### config.mk
export PLATFORM = sky130hd
export DESIGN_NAME = second_level_decoder
export DESIGN_NICKNAME = d
export VERILOG_FILES = /design/src/rtl/second_level_decoder.sv
export SDC_FILE = /design/constraint.sdc
export NUM_CORES = 1
export LEC_CHECK = 0
export ABC_AREA = 1
export CORE_MARGIN = 3
export CORE_UTILIZATION = 30
export CTS_BUF_LIST = sky130_fd_sc_hd__clkbuf_8
export DETAILED_ROUTE_END_ITERATION = 10
export PLACE_DENSITY_LB_ADDON = 0.2
export SYNTH_ARGS = -nofsm -noshare
export SYNTH_HDL_FRONTEND = slang
export SYNTH_SLANG_ARGS = --single-unit
### constraint.sdc
create_clock -name clk -period 6.78 [get_ports clk]
set_clock_uncertainty 0.15 [all_clocks]
set_input_delay 2.034 -clock clk [delete_from_list [all_inputs] [get_ports clk]]
set_output_delay 2.034 -clock clk [all_outputs]
set_load 0.005 [all_outputs]
### src/rtl/second_level_decoder.sv
// Second-level GF(2^4) decoder: 8 data + 4 parity symbols, single-symbol correction
// with a sequential one-column-per-cycle error-location search.
module second_level_decoder #(
    parameter bit DUE_PASS = 1'b1
) (
    input  logic             clk,
    input  logic             rst_n,
    input  logic             in_valid,
    output logic             in_ready,
    input  logic [7:0][3:0]  in_vp,
    input  logic [3:0][3:0]  in_pp,
    output logic             out_valid,
    input  logic             out_ready,
    output logic [7:0][3:0]  out_vp,
    output logic [3:0][3:0]  out_pp,
    output logic             out_ce,
    output logic             out_due,
    output logic [3:0]       out_err_pos
);

    typedef enum logic [1:0] {IDLE, SYND, SEARCH, OUT} state_t;

    // Parity-check matrix, C[pp index][vp index]
    localparam logic [3:0] C [4][8] = '{
        '{4'd12, 4'd7,  4'd13, 4'd8,  4'd7,  4'd2,  4'd2,  4'd13},
        '{4'd13, 4'd9,  4'd9,  4'd15, 4'd13, 4'd14, 4'd11, 4'd12},
        '{4'd8,  4'd15, 4'd10, 4'd3,  4'd13, 4'd6,  4'd5,  4'd8},
        '{4'd6,  4'd5,  4'd13, 4'd6,  4'd14, 4'd14, 4'd5,  4'd7}
    };
    // Multiplicative inverses of row 0, used to recover the error magnitude
    localparam logic [3:0] INV0 [8] = '{4'd10, 4'd6, 4'd4, 4'd15, 4'd6, 4'd9, 4'd9, 4'd4};

    function automatic logic [3:0] gf_mul(input logic [3:0] a, input logic [3:0] b);
        logic [3:0] r;
        logic [3:0] x;
        r = 4'h0;
        x = a;
        for (int i = 0; i < 4; i++) begin
            if (b[i]) r = r ^ x;
            x = x[3] ? ({x[2:0], 1'b0} ^ 4'h3) : {x[2:0], 1'b0};
        end
        return r;
    endfunction

    state_t          r_state, w_next;
    logic [7:0][3:0] r_vp;
    logic [3:0][3:0] r_pp;
    logic [3:0][3:0] r_s;
    logic [3:0][3:0] w_s;
    logic [2:0]      r_col;
    logic            r_ce, r_due;
    logic [3:0]      r_pos;
    logic [3:0]      w_nz;
    logic            w_zero, w_one;
    logic [1:0]      w_idx;
    logic            w_match;
    logic [3:0]      w_e;

    always_comb begin
        w_s   = r_pp;
        w_idx = 2'd0;
        for (int i = 0; i < 4; i++) begin
            for (int j = 0; j < 8; j++)
                w_s[i] = w_s[i] ^ gf_mul(C[i][j], r_vp[j]);
            w_nz[i] = |w_s[i];
            if (w_nz[i]) w_idx = 2'(i);
        end
        w_zero = ~|w_nz;
        w_one  = $onehot(w_nz);
    end

    // Column r_col matches when the syndrome is proportional to that column
    always_comb begin
        w_match = |r_s[0];
        for (int k = 1; k < 4; k++)
            if (gf_mul(r_s[k], C[0][r_col]) != gf_mul(r_s[0], C[k][r_col]))
                w_match = 1'b0;
        w_e = gf_mul(r_s[0], INV0[r_col]);
    end

    always_ff @(posedge clk or negedge rst_n) begin
        if (!rst_n) r_state <= IDLE;
        else        r_state <= w_next;
    end

    always_comb begin
        w_next    = r_state;
        in_ready  = 1'b0;
        out_valid = 1'b0;
        case (r_state)
            IDLE: begin
                in_ready = 1'b1;
                if (in_valid) w_next = SYND;
            end
            SYND:   w_next = (w_zero || w_one) ? OUT : SEARCH;
            SEARCH: if (w_match || r_col == 3'd7) w_next = OUT;
            OUT: begin
                out_valid = 1'b1;
                if (out_ready) w_next = IDLE;
            end
            default: w_next = IDLE;
        endcase
    end

    always_ff @(posedge clk or negedge rst_n) begin
        if (!rst_n) begin
            r_vp  <= '0;
            r_pp  <= '0;
            r_s   <= '0;
            r_col <= 3'd0;
            r_ce  <= 1'b0;
            r_due <= 1'b0;
            r_pos <= 4'd15;
        end else begin
            case (r_state)
                IDLE: if (in_valid) begin
                    r_vp  <= in_vp;
                    r_pp  <= in_pp;
                    r_ce  <= 1'b0;
                    r_due <= 1'b0;
                    r_pos <= 4'd15;
                end
                SYND: begin
                    r_s   <= w_s;
                    r_col <= 3'd0;
                    if (w_one) begin
                        r_pp[w_idx] <= r_pp[w_idx] ^ w_s[w_idx];
                        r_ce        <= 1'b1;
                        r_pos       <= {2'b10, w_idx};
                    end
                end
                SEARCH: begin
                    if (w_match) begin
                        r_vp[r_col] <= r_vp[r_col] ^ w_e;
                        r_ce        <= 1'b1;
                        r_pos       <= {1'b0, r_col};
                    end else if (r_col == 3'd7) begin
                        r_due <= 1'b1;
                        if (!DUE_PASS) begin
                            r_vp <= '0;
                            r_pp <= '0;
                        end
                    end else begin
                        r_col <= r_col + 3'd1;
                    end
                end
                default: ;
            endcase
        end
    end

    assign out_vp      = r_vp;
    assign out_pp      = r_pp;
    assign out_ce      = r_ce;
    assign out_due     = r_due;
    assign out_err_pos = r_pos;

endmodule

After elaboration in Yosys (flattened, before gate mapping) --
Memory sizes are Yosys's and may differ from the RTL's. Index checks and enable logic that the tools add are counted.
Storage, ports and cells: logic and storage cells 432, memories 5, bits in registers 75, bits in read-only memories 160, output and inout port bits 56, input bits 52
Memories:
- (name not given) | depth 8, width 4, rd ports 1, clocked after memory_dff 0, wr ports 0, RTL line 78 | w_e = gf_mul(r_s[0], INV0[r_col]);
- (name not given) | depth 8, width 4, rd ports 1, clocked after memory_dff 0, wr ports 0, RTL line 76 | if (gf_mul(r_s[k], C[0][r_col]) != gf_mul(r_s[0], C[k][r_col]))
- (name not given) | depth 8, width 4, rd ports 1, clocked after memory_dff 0, wr ports 0, RTL line 76
- (name not given) | depth 8, width 4, rd ports 1, clocked after memory_dff 0, wr ports 0, RTL line 76
- (name not given) | depth 8, width 4, rd ports 1, clocked after memory_dff 0, wr ports 0, RTL line 76
Operators by class: mux-type cells 207, reductions and logical operators 22, add/subtract/negate cells 4, equal/unequal tests 16, order comparisons 5, bitwise logic cells 152
Operators with widths (number):
- two-way mux 4 bit | 110
- XOR 4 bit | 55
- inverter 2 bit | 47
- two-way mux 3 bit | 28
- inverter 3 bit | 23
- two-way mux 32 bit | 2
- case mux 32 bit (2 select lines) | 1
- two-way mux 2 bit | 31
- bitwise mux 32 bit | 1
- two-way mux 16 bit | 2
- case mux 16 bit (2 select lines) | 1
- inverter 4 bit | 6
- two-way mux 1 bit | 20
- OR reduction 4 bit | 5
- binary-select mux 4 bit (select 2 bit) | 2
- bitwise mux 16 bit | 1
- inequality test 2 bit (second input constant) | 8
- inverter 1 bit | 16
- OR reduction 16 bit | 1
- binary-select mux 4 bit (select 3 bit) | 1
- demux 4 bit (select 3 bit) | 1
- inequality test 4 bit | 3
- case mux 4 bit (3 select lines) | 1
- AND reduction 3 bit | 4
- other kinds (26) | 36

Depth between registers and ports, before layout --
Gate-level depths: netlist of the first run.
depth after elaboration 25, depth in mapped cells 28, gate-level depth less buffers 27

Worst setup path after synthesis of the first run --
Ideal clock, no wire load.
kind flip-flop to flip-flop, start point register r_vp (netlist bit out_vp[28]), end point register r_pp (netlist bit out_pp[10]), clock period less this slack 4608 ps, cell stages (with the launch flop) 25, arrival time 4336 ps, data required time 6508 ps, buffers on the path 1, setup slack 2172 ps, setup time 122 ps, cells stage by stage dfrtp_1 -> buf_2 -> inv_1 -> nand2_1 -> nand2_1 -> xor2_1 -> xor2_1 -> xor2_1 -> nand2_1 -> inv_1 -> nor2_1 -> nor4_1 -> inv_1 -> fa_1 -> ha_1 -> ha_1 -> or3b_2 -> nand2_1 -> nand2_1 -> a21oi_1 -> inv_1 -> a21oi_2 -> inv_1 -> a21oi_1 -> a21oi_1
Between the ends: longest elaborated chain between the ends 17, elaborated cells on any way between the ends 53, those cells by class add/sub: 3; order compare: 2; eq/ne: 2; mux: 26; bitwise: 14; reduce/logical: 6
Ends and longest elaborated chain:
- start: declaration | RTL line 46 | logic [7:0][3:0] r_vp;
- start signal: assignment | RTL line 117 | r_vp <= in_vp;
- start signal: indexed assignment | RTL line 134 | r_vp[r_col] <= r_vp[r_col] ^ w_e;
- two-way mux 4 bit / two-way mux 3 bit (equally long branches) | RTL line 39 | if (b[i]) r = r ^ x;
- two-way mux 4 bit / inverter 3 bit (equally long branches)
- inverter 2 bit (no source line) / two-way mux 4 bit (equally long branches)
- two-way mux 3 bit (tied with other cells) | RTL line 39
- two-way mux 4 bit | RTL line 39
- XOR 4 bit / inverter 3 bit (equally long branches)
- OR reduction 4 bit / two-way mux 4 bit (equally long branches) | RTL line 65, 39
- two-way mux 1 bit / XOR 4 bit (equally long branches) | RTL line 66, 64
- two-way mux 2 bit / OR reduction 4 bit (equally long branches) | RTL line 66, 65
- two-way mux 2 bit | RTL line 66 | if (w_nz[i]) w_idx = 2'(i);
- less-than comparator 2 x 3 -> 1 bit (not written as such) / >= comparator 2 x 1 -> 1 bit (equally long branches) | RTL line 127 | r_pp[w_idx] <= r_pp[w_idx] ^ w_s[w_idx];
- logical AND 1 bit (not written as such) | RTL line 127
- two-way mux 4 bit (not written as such) | RTL line 127
- demux 4 bit (select 2 bit) | RTL line 127
- bitwise mux 16 bit | RTL line 127
- two-way mux 16 bit | RTL line 126 | if (w_one) begin
- case mux 16 bit (2 select lines) | RTL line 115 | case (r_state)
- end signal: assignment | RTL line 118 | r_pp <= in_pp;
- end signal: indexed assignment | RTL line 127
- end: declaration | RTL line 47 | logic [3:0][3:0] r_pp;
Parallel ways exist; a longest one is shown, timed or not. The select of a mux whose other input is x is not followed. A chain may end at the register's enable or synchronous reset.

Final worst setup path of the first run --
start point register r_vp (netlist bit out_vp[1]), end point register r_pp (netlist bit out_pp[8])
Between the ends: longest elaborated chain between the ends 23, elaborated cells on any way between the ends 76, those cells by class add/sub: 3; order compare: 2; eq/ne: 2; mux: 24; bitwise: 39; reduce/logical: 6
Ends and longest elaborated chain:
- two-way mux 4 bit | RTL line 39
- inverter 1 bit (no source line)
- two-way mux 1 bit | RTL line 39
- two-way mux 2 bit | RTL line 39
- XOR 4 bit (8 in a row) | RTL line 64 | w_s[i] = w_s[i] ^ gf_mul(C[i][j], r_vp[j]);
- OR reduction 4 bit | RTL line 65 | w_nz[i] = |w_s[i];
- two-way mux 1 bit | RTL line 66
- two-way mux 2 bit (2 in a row) | RTL line 66
- less-than comparator 2 x 3 -> 1 bit (not written as such) / >= comparator 2 x 1 -> 1 bit (equally long branches) | RTL line 127
- logical AND 1 bit (not written as such) | RTL line 127
- two-way mux 4 bit (not written as such) | RTL line 127
- demux 4 bit (select 2 bit) | RTL line 127
- bitwise mux 16 bit | RTL line 127
- two-way mux 16 bit | RTL line 126
- case mux 16 bit (2 select lines) | RTL line 115
Parallel ways exist; a longest one is shown, timed or not. The select of a mux whose other input is x is not followed.

==> flow_summary.json, run 1 <==
{
  "fmax_mhz": 190,
  "num_rows": 64,
  "period_needed_ns": 5.27,
  "multi_input_comb_area_um2": 6710,
  "antenna_found_initial": 0,
  "filler_cell_count": 3327,
  "syn_inst": 1593,
  "synth.distinct_cells": 50,
  "io_pins": 108,
  "nets": 1731,
  "core_um2": 30800,
  "worstMarginPinSlew_ns": 0.970,
  "ys_seq_area_share_pct": 19.9,
  "vias": 10095,
  "die-area_um2": 33700,
  "ys_warn_count": 0,
  "drt-initial-drc-count": 788,
  "dp_slack_ns": 1.55,
  "fin_area_um2": 11000,
  "antenna_cells": 0,
  "setup_viol": 0,
  "postRouteAntennaNets": 0,
  "max_cap_violations": 0,
  "cts_setup_buffers": 0,
  "grt_pass1_wl_mm": 53.6,
  "dr.pass1.iters": 6,
  "grt_overflow": 0,
  "grt_pass1_vias": 9169,
  "synthFlopType": "dfrtp_1",
  "post_dp_cell_area_um2": 10800,
  "crit_path_max_fanout": 12,
  "hold_class": "reg2reg",
  "worst_slack_ns": 1.51,
  "syn-num-nets": 1661,
  "grt_setup_unrepaired": "no",
  "cts_sinks": 75,
  "cts_hold_buf": 0,
  "post-route-period-util_pct": 77.7,
  "wl_per_cell_um": 17.0,
  "startpoint_type": "flip-flop",
  "status": "finished clean",
  "die_w_um": 184,
  "port_buffers": 107,
  "area_growth_pct": 15.9,
  "postLayoutCoreUtil_pct": 35.6,
  "start_util_pct": 30.7,
  "critPathKind": "reg2reg",
  "regArea_um2": 1880,
  "tns_ns": 0,
  "synthTopCellsByCount": "nand2_1, nand3_1, inv_1",
  "clockBufferDepth": 2,
  "syn_area_um2": 9460,
  "grt_usage_pct": 20.5,
  "relSlewSlack_pct": 34.9,
  "drc": 0,
  "worstSkewPairLatency_ns": 0.39,
  "synth_top_area_share_pct": 27.9,
  "grt_max_degree": 51,
  "clkTransAtPathRegs_ns": 0.09,
  "synth_edf_count": 0,
  "via_per_inst": 4.89,
  "end_kind": "flip-flop",
  "cts-buffers-inserted": 9,
  "cts_tree": "built",
  "drv_slew": 0,
  "die_h_um": 184,
  "root_buffer": "clkbuf_8",
  "h-tree-depth": 3,
  "arrival_ns": 5.39,
  "hpwl_mm": 28.4,
  "synth-async-reset-ratio_pct": 100,
  "wirelength_mm": 35.1,
  "required_ns": 6.91,
  "drive_gt1_share_pct": 6.95,
  "synth_seq_cells": 75,
  "cts_resized": 0,
  "finalHoldViolations": 0,
  "synth.area.top_cells": "nand2_1, dfrtp_1, xor2_1, nand3_1, xnor2_1",
  "place.gp.congestion": 0.938,
  "syn_area_per_cell_um2": 5.94,
  "yosysTopAreaCell": "nand2_1",
  "yosysMostFrequentCell": "nand2_1"
}
-- registers in the layout (all words and copies together), names as in the netlist --
| register | flops |
|---|---|
| out_vp | 32 |
| out_pp | 16 |
| r_s | 16 |
| out_err_pos | 4 |
| r_col | 3 |
| r_state | 2 |
| out_ce | 1 |
| out_due | 1 |
-- worst paths after layout --
kind,start,end,slack (ns),cells after the start
worst max-delay path,out_vp[1],out_pp[8],1.51,23
worst min-delay path,out_err_pos[1],out_err_pos[1],0.35,2
worst max register to register,out_vp[1],out_pp[8],1.51,23
worst min register to register,out_err_pos[1],out_err_pos[1],0.35,2
max in group asynchronous,rst_n,out_vp[11],4.03,2
min in group asynchronous,rst_n,out_pp[0],1.42,1
-- per-layer routing --
| layer | up-vias | track usage [%] | routed length, µm |
|---|---|---|---|
| met5 | - | 0 | 0 |
| met4 | 0 | 5.09 | 705 |
| met3 | 41 | 2.04 | 1450 |
| met2 | 257 | 35.5 | 17200 |
| met1 | 4697 | 27.6 | 15800 |
| li1 | 5100 | - | - |
-- area by class of cell --
| class | instances | area share [%] |
|---|---|---|
| Multi-Input combinational cell | 1317 | 61.2 |
| Sequential cell | 75 | 17.2 |
| Timing Repair Buffer | 113 | 10.2 |
| Inverter | 147 | 5.10 |
| Tap cell | 396 | 4.52 |
| Clock buffer | 11 | 1.38 |
| Clock inverter | 5 | 0.479 |
-- per-stage QoR --
| stage | cells | hold WS [ns] |
|---|---|---|
| 2_1_floorplan | 1593 | 0.326 |
| 3_3_place_gp | 2048 | 0.331 |
| 3_5_place_dp | 2048 | 0.338 |
| 4_1_cts | 2064 | 0.353 |
| 5_1_grt | 2064 | 0.364 |
| 6_report | 2064 | 0.351 |
-- placed cells by master, fill, tap and decap left out, drive strengths merged, types with 4 or more instances in the layout --
master and instances:
nand2 732, inv 144, nand3 141, clkdlybuf4s50 106
nor2 93, xor2 86, o21ai 84, xnor2 72
dfrtp 71, a21oi 56, ha 15, clkbuf 11
nand3b 10, buf 7, clkinv 7, dfstp 4
-- cells by family after synthesis --
family,after synthesis,share of synthesized area (%)
adders and majority gates,16,2.19
buffers and inverters,201,9.18
xor gates and xnor gates,158,14.9
DFF,75,19.9
and+or+nand+nor,988,43.6
AOI/OAI and AO/OA,155,10.2
-- critical path: stages (launching register included) --
cell and delay (ns):
dfrtp_1 0.61, inv_1 0.19, nand2_1 0.10, nand2_1 0.12
xor2_1 0.18, xnor2_1 0.18, xor2_1 0.28, nand2_1 0.08
inv_1 0.06, nor2_1 0.06, nor4_1 0.40, inv_1 0.12
fa_1 0.49, ha_1 0.21, ha_1 0.28, or3b_2 0.48
nand2_1 0.07, nand2_1 0.06, a21oi_1 0.27, inv_1 0.15
a21oi_2 0.27, inv_1 0.13, a21oi_1 0.13, a21oi_1 0.08
Power of run 1 is left out: the tool's default activity adds up to more than one toggle a clock period on the data nets, which glitch-free logic cannot reach.
==> run 2: changes to the inputs <==
==> constraint.sdc (replaced) <==
create_clock -name clk -period 4.9 [get_ports clk]
set_clock_uncertainty 0.15 [all_clocks]
set_input_delay 1.47 -clock clk [delete_from_list [all_inputs] [get_ports clk]]
set_output_delay 1.47 -clock clk [all_outputs]
set_load 0.005 [all_outputs]
==> flow_summary.json, run 2 (same netlist as run 1, synthesis figures left out) <==
{
  "met3_length_mm": 1.66,
  "start_util_pct": 30.7,
  "finalHoldViolations": 0,
  "max_stage_delay_ns": 0.49,
  "grt_usage_pct": 20.8,
  "die-area_um2": 33700,
  "hpwl_mm": 28.7,
  "h-tree-depth": 3,
  "core_um2": 30800,
  "end_kind": "flip-flop",
  "hold_class": "reg2reg",
  "period_needed_ns": 4.67,
  "fmax_mhz": 214,
  "grt_pass1_vias": 9666,
  "cpMostUsedCell": "nand2_1",
  "wl_per_cell_um": 16.5,
  "postRouteAntennaNets": 0,
  "relSlewSlack_pct": 34.0,
  "port_buffers": 107,
  "cts_tree": "built",
  "highest_layer": "met4",
  "crit_path_max_fanout": 5,
  "max_cap_violations": 0,
  "r2r_setup_slack_ns": 0.23,
  "rr_startpoint": "out_vp[2]",
  "required_ns": 5.02,
  "routed-wl-met2_mm": 16.6,
  "num_rows": 64,
  "via_per_inst": 4.81,
  "holdWs_ns": 0.350,
  "worstSkewPairLatency_ns": 0.39,
  "nets": 1798,
  "cts_sinks": 75,
  "die_h_um": 184,
  "mostFrequentLayoutCells": "nand2_1, nand3_1, inv_1",
  "wirelength_mm": 35.2,
  "antenna_cells": 0,
  "antenna_found_initial": 0,
  "dr.pass1.iters": 6,
  "root_buffer": "clkbuf_8",
  "cts_hold_buf": 0,
  "startpoint_type": "flip-flop",
  "grt_max_degree": 70,
  "io_pins": 108,
  "cp-endpoint": "out_pp[8]",
  "setup_viol": 0,
  "grt_pass1_wl_mm": 54.6,
  "area_growth_pct": 22.4,
  "grt_overflow": 0,
  "clockBufferDepth": 2,
  "die_w_um": 184,
  "cts-buffers-inserted": 9,
  "drc": 0,
  "drive_gt1_share_pct": 11.9,
  "worstMarginPinSlew_ns": 0.989,
  "critPathKind": "reg2reg",
  "clkTransAtPathRegs_ns": 0.11,
  "r2r_end": "out_pp[8]",
  "r2r_cells": 24,
  "critical_path.slowest_cell": "or3b_2",
  "layout_commonest_cell": "nand2_1",
  "place.gp.congestion": 0.902,
  "status": "finished clean",
  "m1WireLength_mm": 15.6,
  "vias": 10254,
  "crit_chain": "buf_4 -> nand2_1 -> nand2_1 -> xor2_1 -> xnor2_1 -> buf_4 -> xor2_1 -> nand2_1 -> nand2_2 -> inv_1 -> nor4_2 -> inv_1 -> fa_1 -> ha_1 -> ha_1 -> or3b_2 -> nand2_1 -> nand2_1 -> a21oi_2 -> inv_2 -> a21oi_4 -> inv_2 -> a21oi_1 -> a21oi_1",
  "arrival_ns": 4.79,
  "post-route-period-util_pct": 95.2,
  "drv_slew": 0,
  "largest_reg_flops": 32,
  "drt-initial-drc-count": 777,
  "startpoint": "out_vp[2]"
}
-- run 2: final cells by class --
cell class              count  area (µm²)
clock buffers               9         124
fillers                  3324       19200
repair buffers            180        1620
flip-flops and latches     75        1890
well taps                 396         495
clock inverters             7         119
multi-input cells        1317        6780
inverters                 147         559
-- run 2: metal layers --
| layer | global-route usage [%] | up-vias |
|---|---|---|
| met5 | 0 | - |
| met2 | 34.7 | 289 |
| met3 | 3.07 | 61 |
| met4 | 7.86 | 0 |
| met1 | 27.3 | 4673 |
| li1 | - | 5231 |
-- run 2: per-stage QoR --
step / setup slack [ns] / utilization, % / setup TNS [ns] / cells / area, µm²
global route: -0.0359 / 37.6 / -0.0938 / 2131 / 11600
CTS: 0.0349 / 37.3 / 0 / 2128 / 11500
global placement: 0.116 / 36.5 / 0 / 2112 / 11200
finish: 0.234 / 37.6 / 0 / 2131 / 11600
floorplan: 0.292 / - / 0 / 1593 / 9460
detailed placement: -0.0268 / 36.5 / -0.0788 / 2112 / 11200
-- run 2: worst min-delay path by stage --
| stage | to | slack [ns] | cells after the start | start |
|---|---|---|---|---|
| after global placement | out_ce | 0.33 | 2 | out_ce |
| after CTS | out_err_pos[1] | 0.35 | 2 | out_err_pos[1] |
| after floorplan | out_ce | 0.33 | 2 | out_ce |
| after detailed placement | out_ce | 0.33 | 2 | out_ce |
| final | out_err_pos[1] | 0.35 | 2 | out_err_pos[1] |
| after global routing | out_err_pos[1] | 0.37 | 2 | out_err_pos[1] |
-- run 2: critical path, delay by kind of cell (launching register included) --
| family | cells | cell delay (ns) |
|---|---|---|
| AO/OA/AOI/OAI | 4 | 0.58 |
| XOR/XNOR | 3 | 0.50 |
| adder cells (fa/ha/maj) | 3 | 0.98 |
| buffers and inverters | 6 | 0.66 |
| flip-flops | 1 | 0.41 |
| AND/OR/NAND/NOR | 8 | 1.26 |
-- run 2: timing repair --
action / 4_1_cts / 5_1_grt
buffers inserted: 0 / 3
gates cloned: 0 / 0
pin swaps: 1 / 8
gates resized for setup: 3 / 22
setup endpoints to repair: 4 / 21
Power of run 2 is left out for the same reason.
==> RTL change: new RTL, settings of run 2 <==
The 4 states of `state_t` get a Gray code encoding in 2 bits.
--- a/src/rtl/second_level_decoder.sv
+++ b/src/rtl/second_level_decoder.sv
@@ -18,7 +18,7 @@
     output logic [3:0]       out_err_pos
 );
 
-    typedef enum logic [1:0] {IDLE, SYND, SEARCH, OUT} state_t;
+    typedef enum logic [1:0] {IDLE = 2'b00, SYND = 2'b01, SEARCH = 2'b11, OUT = 2'b10} state_t;
 
     // Parity-check matrix, C[pp index][vp index]
     localparam logic [3:0] C [4][8] = '{
Formal check against the unedited RTL: same outputs for any inputs over 4 cycles, from zero or initial values and one cycle with rst_n low; so few cycles prove little.
==> RTL change against run 2 <==
  * Final area fell by 4.2%
  * Synthesized area down 1.7%
  * Sequential cell count did not move
  * First-iteration DRC count is 37% higher
  * Sequential share of layout area increased by 0.68 points
  * Setup slack worse by 11 ps
  * Final cell count down 0.89%
  * Routed wire length increased by 3.9%
  * Maximum frequency shrank 0.25%
  * Hold slack got worse by 18 ps
Power is not shown: default switching activity piles up to over one toggle a cycle in this logic, so the estimate is an artifact.
==> RTL change: results (changes against run 2) <==
stage,metric,value,unit,change
detailed_routing,Initial DRC Count,1063,,was 777
sta,Fin Hold WS,332,ps,was 350 ps
detailed_routing,M1 WL,16400,um,was 15600 um
setup_path,"critical path fanouts, max",9,,was 5
detailed_routing,via count,10366,,was 10254
logic_synthesis,"Net Count, Synth",1677,,was 1661
cells_and_area,buffering overhead,0.123,,was 0.140
cells_and_area,FF/Latch Area,1890,um^2,about the same
cells_and_area,clock buffer count,10,,was 9
worst_hold_path,Hold Crit Endpoint,out_err_pos[3],,was out_err_pos[1]
cells_and_area,Signal buffers,146,,was 180
cells_and_area,Signal inverters,179,,was 147
logic_synthesis,Synth area leaders,"nand2_1 (29%), dfrtp_1 (19%), xor2_1 (8.9%)",,"was nand2_1 (28%), dfrtp_1 (19%), xor2_1 (7.7%)"
logic_synthesis,commonest cells in the netlist,"nand2_1 (711), inv_1 (163), nand3_1 (126)",,"was nand2_1 (704), nand3_1 (140), inv_1 (116)"
global_routing,M3 GR Usage,0.0261,,was 0.0307
global_routing,M1 GR Usage,0.296,,was 0.273
status,outcome,"finished, final reports clean",,unchanged
detailed_routing,met3 wire length,1890,um,was 1660 um
logic_synthesis,syn avg cell area,5.77,um^2,was 5.94 um^2
detailed_routing,routed len/inst,17.3,um,was 16.5 um
placed_design,hpwl dp,30000,um,was 28700 um
cells_and_area,FF+latch count,75,,unchanged
placed_design,Post-Place Setup Slack,255,ps,was -26.8 ps
cells_and_area,fraction of layout cells with a size suffix above 1,0.0627,,was 0.119
logic_synthesis,Syn Inst Count,1614,,was 1593
global_routing,grt met2 use,0.372,,was 0.347
cells_and_area,fin nets,1780,,was 1798
setup_path,Crit Reg-Reg Endpoint,out_pp[9],,was out_pp[8]
cells_and_area,P&R area growth vs syn,19.3,%,was 22.4%
placed_design,Final Wtd Congestion,0.952,,was 0.902
global_routing,global-route wire length before repair,56400,um,was 54600 um
global_routing,GRT Total Usage,0.218,,was 0.208
placed_design,Inst Count DP,2096,,was 2112
global_routing,vias in the first global route,9709,,was 9666
global_routing,largest net degree at the start of global routing,57,,was 70
worst_hold_path,Min-Delay Startpoint,out_err_pos[3],,was out_err_pos[1]
sta,Rel. slew slack,0.382,,was 0.340
setup_path,worst endpoint data arrival time,4830,ps,was 4790 ps
setup_path,worst reg-to-reg path cell count,22,,was 24
cells_and_area,FILL cells,3409,,was 3324
placed_design,Placed Area,10900,um^2,was 11200 um^2
clock_network,clock slew at reported path FFs,90,ps,was 110 ps
clock_network,post-cts sizing count,0,,was 3
logic_synthesis,sequential area share after synthesis,0.202,,was 0.199
cells_and_area,clock network area share,0.0189,,was 0.0210
logic_synthesis,Synth cell types,45,,was 50
cells_and_area,Layout Cells excl Fill,2112,,was 2131
==> RTL change: cell count changes after synthesis, moves of 12 or more <==
cell and delta:
xor2_1 +12, nand2_2 -17, nand3_1 -14, inv_2 -12
inv_1 +47, o21ai_1 +33, xnor2_1 -13
==> RTL change: worst max-delay path, stage by stage (launching register included) <==
cell	delay, ps
dfrtp_1	610
inv_1	260
nand2_1	130
nand3_1	80
nand2_1	260
nand3_1	110
nand2_1	170
inv_1	60
nand2_1	70
nand3_1	130
a21oi_1	180
nand2_1	120
fa_1	470
ha_1	210
ha_1	280
o31ai_1	230
inv_1	90
nor3_1	260
buf_4	230
o21ai_1	150
inv_1	150
nor2_1	50
a21oi_1	120
==> RTL change: cells by family (layout without fill, tap and decap cells) <==
logic type               count (synthesis)  after routing  share of synthesized area
AO/OA/AOI/OAI                          168            168                     0.0975
adder cells (fa/ha/maj)                 11             11                     0.0156
buffers and inverters                  233            341                      0.103
XOR/XNOR                               154            154                      0.146
flip-flops                              75             75                      0.202
AND/OR/NAND/NOR                        973            973                      0.436
